**config.mk**
```make
export PLATFORM = sky130hd
export DESIGN_NAME = seg7_digit_mux_flat
export DESIGN_NICKNAME = d
export VERILOG_FILES = /design/src/rtl/seg7_pkg.sv /design/src/rtl/seg7_digit_mux_if.sv /design/src/rtl/hex7seg.sv /design/src/rtl/seg7_digit_mux.sv /design/src/flat_wrapper.sv
export SDC_FILE = /design/constraint.sdc
export NUM_CORES = 1
export LEC_CHECK = 0
export ABC_CLOCK_PERIOD_IN_PS = 2800
export CAP_MARGIN = 10
export CORE_AREA = 2 2 79 81
export DETAILED_ROUTE_END_ITERATION = 6
export DIE_AREA = 0 0 81 83
export GPL_TIMING_DRIVEN = 0
export PLACE_DENSITY = 0.83
export RECOVER_POWER = 50
export SLEW_MARGIN = 20
export SYNTH_ARGS = -nofsm -noshare
export SYNTH_HDL_FRONTEND = slang
export SYNTH_SLANG_ARGS = --single-unit
export TNS_END_PERCENT = 1
```
**constraint.sdc**
```tcl
create_clock -name clock -period 2.8 [get_ports clock]
set_input_delay 0.42 -clock clock [delete_from_list [all_inputs] [get_ports clock]]
set_output_delay 0.42 -clock clock [all_outputs]
set_load 0.02 [all_outputs]
```
**src/rtl/seg7_pkg.sv**
```systemverilog
// Shared constants for the 4-digit seven-segment display path.
//
// Contents:
//   NUM_DIGITS    - number of multiplexed digits
//   SEG_BLANK     - active-low segment pattern with every segment off
//   AN_OFF        - active-low anode pattern with every digit off
//   HEX_SEG_TABLE - 16-entry hex-to-segment table, {g,f,e,d,c,b,a}, active-low
//   hex_to_seg()  - table lookup helper
package seg7_pkg;

    localparam int unsigned NUM_DIGITS = 4;

    localparam logic [6:0] SEG_BLANK = 7'h7F;
    localparam logic [NUM_DIGITS-1:0] AN_OFF = 4'hF;

    // Entry [n] is the pattern for hex digit n; the literal lists F down to 0.
    localparam logic [15:0][6:0] HEX_SEG_TABLE = {
        7'h0E, 7'h06, 7'h21, 7'h46,   // F E d C
        7'h03, 7'h08, 7'h10, 7'h00,   // b A 9 8
        7'h78, 7'h02, 7'h12, 7'h19,   // 7 6 5 4
        7'h30, 7'h24, 7'h79, 7'h40    // 3 2 1 0
    };

    function automatic logic [6:0] hex_to_seg(input logic [3:0] nibble);
        return HEX_SEG_TABLE[nibble];
    endfunction

endpackage

```
**src/rtl/seg7_digit_mux_if.sv**
```systemverilog
// Bus between the display controller and the seven-segment digit multiplexer.
//
// Signals:
//   dig_sel [1:0]  - current digit index from the digit-select counter
//   value   [15:0] - hex value to display, nibble 3 is the leftmost digit
//   load           - one-cycle strobe capturing value/dp_in into pending
//   dp_in   [3:0]  - per-digit decimal-point enables, active-high
//   lz_en          - leading-zero suppression enable
//   busy           - pending value not yet shown
//   an      [3:0]  - anode enables, active-low
//   seg     [6:0]  - segments {g,f,e,d,c,b,a}, active-low
//   dp             - decimal point, active-low
//
// Modports: master drives the controls and observes the display lines,
// slave is the multiplexer itself.
interface seg7_digit_mux_if;
    import seg7_pkg::*;

    logic [1:0]            dig_sel;
    logic [15:0]           value;
    logic                  load;
    logic [NUM_DIGITS-1:0] dp_in;
    logic                  lz_en;
    logic                  busy;
    logic [NUM_DIGITS-1:0] an;
    logic [6:0]            seg;
    logic                  dp;

    modport master (
        output dig_sel, value, load, dp_in, lz_en,
        input  busy, an, seg, dp
    );

    modport slave (
        input  dig_sel, value, load, dp_in, lz_en,
        output busy, an, seg, dp
    );

endinterface

```
**src/rtl/hex7seg.sv**
```systemverilog
// Combinational hex-to-seven-segment decoder.
//
// Ports:
//   nibble [3:0] - hex digit in
//   seg    [6:0] - segments {g,f,e,d,c,b,a}, active-low
module hex7seg
    import seg7_pkg::*;
(
    input  logic [3:0] nibble,
    output logic [6:0] seg
);

    assign seg = hex_to_seg(nibble);

endmodule

```
**src/rtl/seg7_digit_mux.sv**
```systemverilog
// Seven-segment digit multiplexer for a 4-digit display.
//
// Latches a 16-bit hex value into a pending register on load, transfers it
// into the display register at the start of a frame (dig_sel wrapping to 0),
// and drives the digit chosen by dig_sel onto registered active-low anode,
// segment and decimal-point lines. Every digit change is followed by an
// anode dead time to stop ghosting; leading zeros may be blanked.
//
// Parameters:
//   BLANK_CYCLES - dead-time count after each dig_sel change (0..4094)
//   CNT_W        - width of the dead-time counter, must hold BLANK_CYCLES
//
// Ports:
//   clock - system clock, rising edge
//   reset - asynchronous active-low reset
//   bus   - slave side of seg7_digit_mux_if (controls in, display lines out)
module seg7_digit_mux
    import seg7_pkg::*;
#(
    parameter int unsigned BLANK_CYCLES = 16,
    parameter int unsigned CNT_W        = 12
) (
    input  logic             clock,
    input  logic             reset,
    seg7_digit_mux_if.slave  bus
);

    // Digit-change tracking.
    logic [1:0] sel_q;
    logic       chg;
    logic       frame_start;

    // Pending / display registers.
    logic [15:0]           pend_val_q, pend_val_d;
    logic [NUM_DIGITS-1:0] pend_dp_q, pend_dp_d;
    logic [15:0]           disp_val_q, disp_val_d;
    logic [NUM_DIGITS-1:0] disp_dp_q, disp_dp_d;
    logic                  busy_q, busy_d;

    // Dead-time counter and registered outputs.
    logic [CNT_W-1:0]      blank_cnt_q, blank_cnt_d;
    logic [NUM_DIGITS-1:0] an_q, an_d;
    logic [6:0]            seg_q, seg_d;
    logic                  dp_q, dp_d;

    // Decode path for the currently selected digit.
    logic [3:0] cur_nib;
    logic [6:0] cur_seg;
    logic       lz_blank;

    assign chg         = (bus.dig_sel != sel_q);
    assign frame_start = chg && (bus.dig_sel == 2'd0);

    // Pending capture and frame transfer. A load coinciding with a frame
    // start moves the old pending value to the display and keeps busy set
    // for the newly captured one.
    always_comb begin
        pend_val_d = pend_val_q;
        pend_dp_d  = pend_dp_q;
        disp_val_d = disp_val_q;
        disp_dp_d  = disp_dp_q;
        busy_d     = busy_q;

        if (frame_start && busy_q) begin
            disp_val_d = pend_val_q;
            disp_dp_d  = pend_dp_q;
            busy_d     = 1'b0;
        end

        if (bus.load) begin
            pend_val_d = bus.value;
            pend_dp_d  = bus.dp_in;
            busy_d     = 1'b1;
        end
    end

    // Selected nibble and leading-zero decision, both from the display
    // register so they only change at frame boundaries.
    always_comb begin
        cur_nib  = 4'h0;
        lz_blank = 1'b0;
        unique case (sel_q)
            2'd0: begin
                cur_nib  = disp_val_q[3:0];
                lz_blank = 1'b0;
            end
            2'd1: begin
                cur_nib  = disp_val_q[7:4];
                lz_blank = (disp_val_q[15:4] == 12'h000);
            end
            2'd2: begin
                cur_nib  = disp_val_q[11:8];
                lz_blank = (disp_val_q[15:8] == 8'h00);
            end
            2'd3: begin
                cur_nib  = disp_val_q[15:12];
                lz_blank = (disp_val_q[15:12] == 4'h0);
            end
            default: begin
                cur_nib  = 4'h0;
                lz_blank = 1'b0;
            end
        endcase
    end

    hex7seg u_hex7seg (
        .nibble (cur_nib),
        .seg    (cur_seg)
    );

    // Dead time: a digit change reloads the counter and blanks the outputs;
    // they stay blank until the counter has drained to zero.
    always_comb begin
        blank_cnt_d = blank_cnt_q;
        an_d        = AN_OFF;
        seg_d       = SEG_BLANK;
        dp_d        = 1'b1;

        if (chg) begin
            blank_cnt_d = CNT_W'(BLANK_CYCLES);
        end else if (blank_cnt_q != '0) begin
            blank_cnt_d = blank_cnt_q - CNT_W'(1);
        end else begin
            an_d  = ~(NUM_DIGITS'(1) << sel_q);
            // A suppressed digit keeps its anode and decimal point.
            seg_d = (bus.lz_en && lz_blank) ? SEG_BLANK : cur_seg;
            dp_d  = ~disp_dp_q[sel_q];
        end
    end

    always_ff @(posedge clock or negedge reset) begin
        if (!reset) begin
            sel_q       <= 2'd0;
            pend_val_q  <= '0;
            pend_dp_q   <= '0;
            disp_val_q  <= '0;
            disp_dp_q   <= '0;
            busy_q      <= 1'b0;
            blank_cnt_q <= CNT_W'(BLANK_CYCLES);
            an_q        <= AN_OFF;
            seg_q       <= SEG_BLANK;
            dp_q        <= 1'b1;
        end else begin
            sel_q       <= bus.dig_sel;
            pend_val_q  <= pend_val_d;
            pend_dp_q   <= pend_dp_d;
            disp_val_q  <= disp_val_d;
            disp_dp_q   <= disp_dp_d;
            busy_q      <= busy_d;
            blank_cnt_q <= blank_cnt_d;
            an_q        <= an_d;
            seg_q       <= seg_d;
            dp_q        <= dp_d;
        end
    end

    assign bus.busy = busy_q;
    assign bus.an   = an_q;
    assign bus.seg  = seg_q;
    assign bus.dp   = dp_q;

endmodule

```
**src/flat_wrapper.sv**
```systemverilog
// flat-port wrapper written by rule: the top's interface ports become plain ports
module seg7_digit_mux_flat import seg7_pkg::*;
#(
    parameter int unsigned BLANK_CYCLES = 16,
    parameter int unsigned CNT_W        = 12
)
  (clock, reset, bus_dig_sel, bus_value, bus_load, bus_dp_in, bus_lz_en, bus_busy, bus_an, bus_seg, bus_dp);
  seg7_digit_mux_if bus_i ();
  input  logic clock;
  input  logic reset;
  input wire logic [$bits(bus_i.dig_sel)-1:0] bus_dig_sel;
  input wire logic [$bits(bus_i.value)-1:0] bus_value;
  input wire logic [$bits(bus_i.load)-1:0] bus_load;
  input wire logic [$bits(bus_i.dp_in)-1:0] bus_dp_in;
  input wire logic [$bits(bus_i.lz_en)-1:0] bus_lz_en;
  output wire logic [$bits(bus_i.busy)-1:0] bus_busy;
  output wire logic [$bits(bus_i.an)-1:0] bus_an;
  output wire logic [$bits(bus_i.seg)-1:0] bus_seg;
  output wire logic [$bits(bus_i.dp)-1:0] bus_dp;
  assign bus_i.dig_sel = bus_dig_sel;
  assign bus_i.value = bus_value;
  assign bus_i.load = bus_load;
  assign bus_i.dp_in = bus_dp_in;
  assign bus_i.lz_en = bus_lz_en;
  assign bus_busy = bus_i.busy;
  assign bus_an = bus_i.an;
  assign bus_seg = bus_i.seg;
  assign bus_dp = bus_i.dp;
  seg7_digit_mux #(.BLANK_CYCLES(BLANK_CYCLES), .CNT_W(CNT_W)) u_core (.clock(clock), .reset(reset), .bus(bus_i));
endmodule
```
==> key figures, run 1 <==
Place
  – Dpl hpwl: roughly 4300 um
  – Pre-CTS setup slack: about 0.46 ns
  – PortBufs: 38
  – GP Congestion: about 0.88
  – Area of placed instances: approximately 0.0036 sq mm

Clocking
  – Num CTS Buffers: 9
  – Clock Tree Buf Depth: 2
  – H-tree depth: 3
  – CTS root buffer: clkbuf_8
  – CTS tree: built
  – Clk pin slew, worst setup/hold paths: ~0.070 ns
  – Clk Latency, worst-skew pair: approximately 0.36 ns
  – Clock sinks: 67
  – Post-CTS Resized: 0

Global route
  – Vias in the first global route: approximately 2100
  – Global-route wire length before repair: ~10000 um
  – Initial antenna violation count: 0
  – Grt ovf: 0
  – All-Layer GR Usage: between 20% and 30%
  – Largest net degree at the start of global routing: 48

Drt
  – Pre-antenna DRT Iters: 4
  – Via-to-Cell Ratio: between 5 and 6
  – DRC violations left: 0
  – Via count: between 2000 and 2500
  – Initial DRC count: 83
  – DRT antenna net count: 0
  – Drt wl/cell: 16.18 um
  – Overall routed net length: about 6000 um

Timing
  – Crit share post-route: between 80% and 90%
  – Least-Margin Pin Slew: roughly 1.3 ns
  – Fin. Hold Viols: 0
  – TNS Setup: 0 ns
  – Post-Route Skew: about 0.011 ns
  – PnR worst setup slack: roughly 0.42 ns
  – Rel. slew slack: 14.86%
  – Final setup violation count: 0
  – WHS: around 0.5 ns
  – Crit path time final: approximately 2.4 ns
  – Max Fclk: 420.4 MHz
  – Fin. max-slew vios: 0
  – RSZ-0062 raised after global routing: false

Finish
  – Ant diodes: 0
  – P&R area growth vs syn: 22.62%
  – Number of filler cells placed in the layout: 460
  – Layout Nets: between 300 and 400
  – Final Cell Area: about 0.0038 sq mm
  – Share of layout cells above drive strength 1: roughly 28%

Synth
  – Top_reg_cell synth: dfrtp_1
  – Adder-Cell Fraction of Synth Area: ~3.2%
  – Post-synthesis simple-gate area fraction: about 11%
  – #FFs+latches synth: 67
  – Multiplexer area fraction after synthesis: approximately a fifth
  – Cell taking the most area after synthesis: dfrtp_1
  – Count leader, synth: dfrtp_1
  – Synth top area cells: dfrtp_1 (44%), mux2_2 (15%), dfstp_2 (11%), mux4_2 (4.4%), ha_1 (3.2%)
  – Post-synth top area share: 43.55%
  – Sequential fraction of the synthesis area: 54.56%
  – Top cells by count, synth: dfrtp_1 (54), mux2_2 (41), dfstp_2 (13)
  – Number of synthesized flops with an enable pin: 0
  – Yosys warnings: 0
  – Async SR Flop Fraction: 100.0%
  – Syn nets: about 280
  – Library cells used by synthesis: 43
  – Post-Synthesis Cells: ~240
  – Post-synthesis xor/xnor area fraction: approximately 2.0%
  – Synth Area in Compound Gates: 7.298%
  – Synth Cell Area: 0.003103 sq mm
  – Syn Area/Cell: approximately 13 sq um
  – Main combinational cell family by area after synthesis: multiplexers

Die
  – Core area: 0.005816 sq mm
  – IO Count: 39
  – Die Wd: between 80 and 90 um
  – Die Ht: approximately 83 um
  – Die ar.: 0.006723 sq mm
  – Initial Util: 53.36%
  – Site row count: 28

Critical path
  – Crit-path cells: buf_2, mux4_2, inv_1, ha_1, o21ai_0, mux2i_1, or2_2
  – Delay-heaviest family, CP: multiplexers
  – Crit path largest cell delay: between 0.6 and 0.7 ns
  – Worst path arrival time: 2.65 ns
  – CP bufs+invs: 2
  – Crit end category: flop
  – RR Startpoint: u_core.sel_q[0]
  – Slowest cell on the critical path: mux4_2
  – Crit path from: u_core.sel_q[0]
  – Worst path required time: roughly 3.1 ns
  – CP Max Fanout: 10
  – CP startpoint kind: flop
  – Worst Path Class, Setup: reg2reg

Hold path
  – Hold Crit Start: u_core.disp_dp_q[0]
  – Hold Path Class: reg2reg

Power and ir drop
  – Leak Pwr: between 1.5 and 2 nW
  – P per Cell Area: around 700 mW/mm^2
  – VDD IR max: slightly above 0.4 mV

Run status
  – Status: completed

Run
  – Max_cap viols: 0
routing by layer:
layer | global-route usage [%] | up-vias | part of all wire (%) | wire length [um]
met2 | 30.65 | 59 | 49 | 2961
met5 | 0 | - | 0 | 0
met1 | 25.99 | 1077 | 44 | 2649
li1 | - | 990 | - | -
met4 | 7.396 | 0 | 1.9 | 115
met3 | 7.826 | 12 | 5.1 | 309
report_power, final:
part,switching [W],internal [W],leakage [nW]
clock network,0.000350,0.000456,0.0957
registers,0.000110,0.00110,0.791
logic,0.000310,0.000315,0.693
sequential cells by signal, summed over array words and instances, names as in the netlist:
register,count
u_core.sel_q,2
u_core.bus.busy,1
u_core.bus.dp,1
u_core.disp_val_q,16
u_core.pend_dp_q,4
u_core.blank_cnt_q,12
u_core.bus.seg,7
u_core.pend_val_q,16
u_core.disp_dp_q,4
u_core.bus.an,4
layout by cell type (no fill, tap or decap), types with 2 or more instances in the layout:
| master | instances |
|---|---|
| nand2_1 | 12 |
| nand3b_1 | 2 |
| nand4_1 | 2 |
| dfrtp_1 | 54 |
| clkdlybuf4s50_1 | 34 |
| dlygate4sd3_1 | 4 |
| and2_1 | 3 |
| nor2_1 | 11 |
| mux2_2 | 41 |
| clkbuf_1 | 9 |
| or3_1 | 4 |
| dfstp_2 | 13 |
| o21ai_0 | 8 |
| or3_2 | 2 |
| a21oi_1 | 8 |
| clkbuf_8 | 11 |
| a221o_1 | 2 |
| o21bai_1 | 2 |
| xor2_1 | 4 |
| ha_1 | 8 |
| nor4_1 | 4 |
| nand3_1 | 4 |
| nand2b_1 | 3 |
| inv_1 | 9 |
| mux4_2 | 6 |
| o211ai_1 | 5 |
| buf_4 | 2 |
| xnor2_1 | 3 |
| or4_1 | 4 |
| nor3_1 | 3 |
| o31ai_1 | 4 |
metrics by stage:
| stage | std cells | utilization [%] | total power, W |
|---|---|---|---|
| floorplan | 243 | - | 0.001643 |
| global placement | 356 | 61.51 | 0.001805 |
| detailed placement | 357 | 61.94 | 0.001846 |
| CTS | 373 | 65.49 | 0.002662 |
| global route | 373 | 65.43 | 0.002801 |
| finish | 373 | 65.43 | 0.002644 |
repair_timing:
item                                   4_1_cts  5_1_grt
buffers inserted                             0        0
endpoints found under the hold margin       16        0
hold buffers                                 1        0
cell families after synthesis:
logic type / after synthesis
simple gates: 60
buf+inv: 19
flops: 67
xor+xnor: 7
fa+ha+maj: 8
compound gates: 34
mux: 48
layout make-up:
class	count	area (sq um)	area share, %
timing repair buffer	40	411.6	10.82
tap	75	93.84	2.466
buffer	10	47.55	1.250
clock buffer	13	158.9	4.176
inverter	9	33.78	0.8879
clock inverter	2	37.54	0.9865
multi-input combinational	157	1329	34.92
sequential	67	1693	44.49
worst register-to-register path, stage by stage, from the launching register on:
cell and delay [ns]:
dfrtp_1 0.43, buf_2 0.30, mux4_2 0.61, inv_1 0.16
ha_1 0.26, o21ai_0 0.16, mux2i_1 0.10, or2_2 0.27
path summary, 6_finish.rpt:
path | to | slack [ns] | cells past startpoint
max in group asynchronous | u_core.bus.seg[3] | 1.05 | 3
worst max register to register | u_core.bus.seg[1] | 0.42 | 7
worst min-delay path | u_core.disp_dp_q[0] | 0.51 | 1
worst min register to register | u_core.disp_dp_q[0] | 0.51 | 1
worst max-delay path | u_core.bus.seg[1] | 0.42 | 7
min in group asynchronous | u_core.blank_cnt_q[10] | 0.88 | 2
No activity file was read; power rests on OpenSTA's default activity.
==> run 2, diff against run 1 <==
Settings changed: ABC_CLOCK_PERIOD_IN_PS 2800 to 1910, CORE_AREA 2 2 79 81 to 2 2 82 84, DIE_AREA 0 0 81 83 to 0 0 84 86, PLACE_DENSITY 0.83 to 0.81.
Clock period 2.8 ns to 1.91 ns, I/O delays scaled along.
==> key figures, run 2 (synthesized netlist as in run 1, its figures left out) <==
Run status
  – Status: finished, violations left
  – Violations in the final reports: setup timing

Clocking
  – Num CTS Buffers: 9 (unchanged)
  – Clock sinks: 67 (unchanged)
  – CTS root buffer: clkbuf_8
  – Clk pin slew, worst setup/hold paths: 0.07 ns (about the same)
  – Clk Latency, worst-skew pair: 0.35 ns (about the same)
  – Clock Tree Buf Depth: 2 (unchanged)
  – CTS tree: built
  – H-tree depth: 3 (unchanged)

Drt
  – Via-to-Cell Ratio: 5.565 (-2.9%)
  – DRT antenna net count: 0 (unchanged)
  – Pre-antenna DRT Iters: 4 (unchanged)
  – Overall routed net length: 5944 um (-1.5%)
  – Initial DRC count: 143 (+72%)
  – Drt wl/cell: 15.56 um (-3.8%)
  – Via count: 2126 (-0.56%)
  – DRC violations left: 0 (unchanged)

Hold path
  – Hold Path Class: reg2reg
  – Hold Crit Start: u_core.pend_dp_q[0]
  – Hold-critical path endpoint: u_core.disp_dp_q[0]
  – Hold-critical path depth: 1 (unchanged)

Place
  – Dpl hpwl: 4148 um (-3.4%)
  – GP Congestion: 0.8843 (+0.31%)
  – PortBufs: 38 (unchanged)

Critical path
  – Worst Path Class, Setup: reg2reg
  – CP Max Fanout: 5 (-5)
  – CP startpoint kind: flop
  – Worst-case reg-to-reg path depth: 7 (unchanged)
  – Reg-to-reg slack, setup: -0.02 ns (-0.44 ns)
  – Crit end category: flop
  – Reg2reg end: u_core.bus.seg[0]
  – RR Startpoint: u_core.sel_q[0]
  – Worst path arrival time: 2.20 ns (-0.45 ns)
  – Worst path required time: 2.18 ns (-0.89 ns)

Global route
  – GR Layer Usage met2: 30.69% (+0.037 points)
  – Initial antenna violation count: 0 (unchanged)
  – Vias in the first global route: 2220 (+4.4%)
  – Largest net degree at the start of global routing: 48 (unchanged)
  – All-Layer GR Usage: 18.37% (-1.8 points)
  – GRT Max-Usage Layer: met2
  – Grt ovf: 0 (unchanged)
  – Grt met3 use: 4.620% (-3.2 points)
  – Global-route wire length before repair: 10340 um (+2.1%)
  – M1 GR Usage: 22.62% (-3.4 points)

Power and ir drop
  – Combinational Power Share: 24.2% (+0.6 points)
  – Sw Pwr: 0.001183 W (+54%)
  – Clock power share: 31.6% (+1.1 points)
  – Part of the power in registers: 44.2% (-1.7 points)
  – VDD IR max: 0.5844 mV (+44%)
  – Internal: 0.002868 W (+53%)
  – PnR Total Power: 0.004051 W (+53%)
  – P per Cell Area: 1030 mW/mm^2 (+48%)
  – Sw frac: 29.20% (+0.072 points)
  – Leak Pwr: 1.638 nW (+3.7%)

Finish
  – Ant diodes: 0 (unchanged)
  – Share of layout cells above drive strength 1: 36.72% (+8.5 points)
  – Final Core Density: 62.67% (-2.8 points)
  – P&R area growth vs syn: 26.77%
  – Commonest non-fill, non-tap cell in the layout: dfrtp_1
  – Layout Nets: 334 (+1.8%)
  – Most frequent cells in the layout: dfrtp_1 (52), mux2_2 (41), clkdlybuf4s50_1 (34)
  – Regs by FF count: u_core.disp_val_q: 16 flops, u_core.pend_val_q: 16 flops, u_core.blank_cnt_q: 12 flops

Die
  – Die ar.: 0.007224 sq mm (+7.5%)
  – Die Wd: 84 um (+3.7%)
  – Initial Util: 49.43% (-3.9 points)
  – Core area: 0.006277 sq mm (+7.9%)
  – Die Ht: 86 um (+3.6%)
  – IO Count: 39 (unchanged)
  – Site row count: 29 (+3.6%)

Timing
  – Final setup violation count: 3 (+3)
  – TNS Setup: -0.05175 ns (-0.05175 ns)
  – Max Fclk: 518.4 MHz (+23%)
  – Post-Route Skew: 0.008153 ns (-0.002407 ns)
  – RSZ-0062 raised after global routing: true
  – Crit share post-route: 101.0% (+16 points)
  – Fin. max-slew vios: 0 (unchanged)
  – Rel. slew slack: 28.56% (+14 points)
  – Least-Margin Pin Slew: 1.072 ns (-0.2056 ns)
  – Crit path time final: 1.929 ns (-0.4496 ns)
  – Fin. Hold Viols: 0 (unchanged)
  – PnR worst setup slack: -0.01883 ns (-0.4404 ns)

Run
  – Max_cap viols: 0 (unchanged)
[run 2: changes by cell type in the layout (fill, tap and decap cells not counted), moves of 3 or more]
cell,delta
ha_1,-3
clkbuf_1,-6
inv_2,+3
clkinv_2,+3
inv_1,-4
buf_4,+8
[run 2: worst max path at each step]
stage / startpoint / end / slack (ns)
after floorplan: u_core.sel_q[0] / u_core.bus.seg[1] / -0.03
after CTS: u_core.sel_q[0] / u_core.bus.seg[1] / -0.03
final: u_core.sel_q[0] / u_core.bus.seg[0] / -0.02
after global routing: u_core.sel_q[0] / u_core.bus.seg[5] / -0.11
after global placement: reset / u_core.blank_cnt_q[11] / -1.54
after detailed placement: u_core.sel_q[0] / u_core.bus.seg[1] / -0.20
[run 2: worst max-delay path: stages (launching register included)]
cell,delay (ns)
dfrtp_1,0.39
buf_6,0.14
mux4_2,0.43
inv_4,0.07
ha_1,0.21
or3b_2,0.46
o31ai_1,0.08
o21bai_1,0.09
[run 2: area by class of cell]
type / instances / area [sq um]
Buffer: 10 / 63.81
Clock buffer: 9 / 123.9
Clock inverter: 7 / 92.59
Fill cell: 483 / 2344
Inverter: 9 / 36.28
Multi-Input combinational cell: 157 / 1385
Sequential cell: 67 / 1695
Tap cell: 77 / 96.34
Timing Repair Buffer: 46 / 440.4
[run 2: power groups by stage]
stage	sequential, W	clock [W]	combinational, W
finish	0.00179	0.00128	0.000979
global route	0.00182	0.00138	0.00108
CTS	0.00178	0.00131	0.000967
detailed placement	0.00180	0	0.000911
global placement	0.00179	0	0.000871
floorplan	0.00176	0	0.000672
[run 2: metal layers]
layer	vias up	wire (um)
met5	-	0
li1	1001	-
met3	11	214
met1	1070	2572
met4	0	121
met2	44	3035
[run 2: timing repair]
item                                    4_1_cts  5_1_grt
buffers inserted                              5        1
cloned                                        0        0
resized for setup                             8       15
hold buffers                                  1        0
pin swaps                                     3        1
endpoints found under the hold margin        13        0
endpoints found under the setup margin       29       21
[run 2: stage by stage]
stage          instance area (sq um)  hold slack, ns  setup slack (ns)  cells
2_1_floorplan                   3123       -0.009091          -0.03317    243
3_3_place_gp                    3600          0.4843            -1.543    358
3_5_place_dp                    3625          0.1893           -0.1986    359
4_1_cts                         3909          0.3538          -0.02839    381
5_1_grt                         3934          0.5232           -0.1108    382
6_report                        3934          0.5063          -0.01883    382
==> run 3, diff against run 2 <==
Settings changed: CTS_CLUSTER_DIAMETER set to 40.
==> results of run 3 <==
Same layout as run 2: the final DEF is identical, and so are final timing and power.
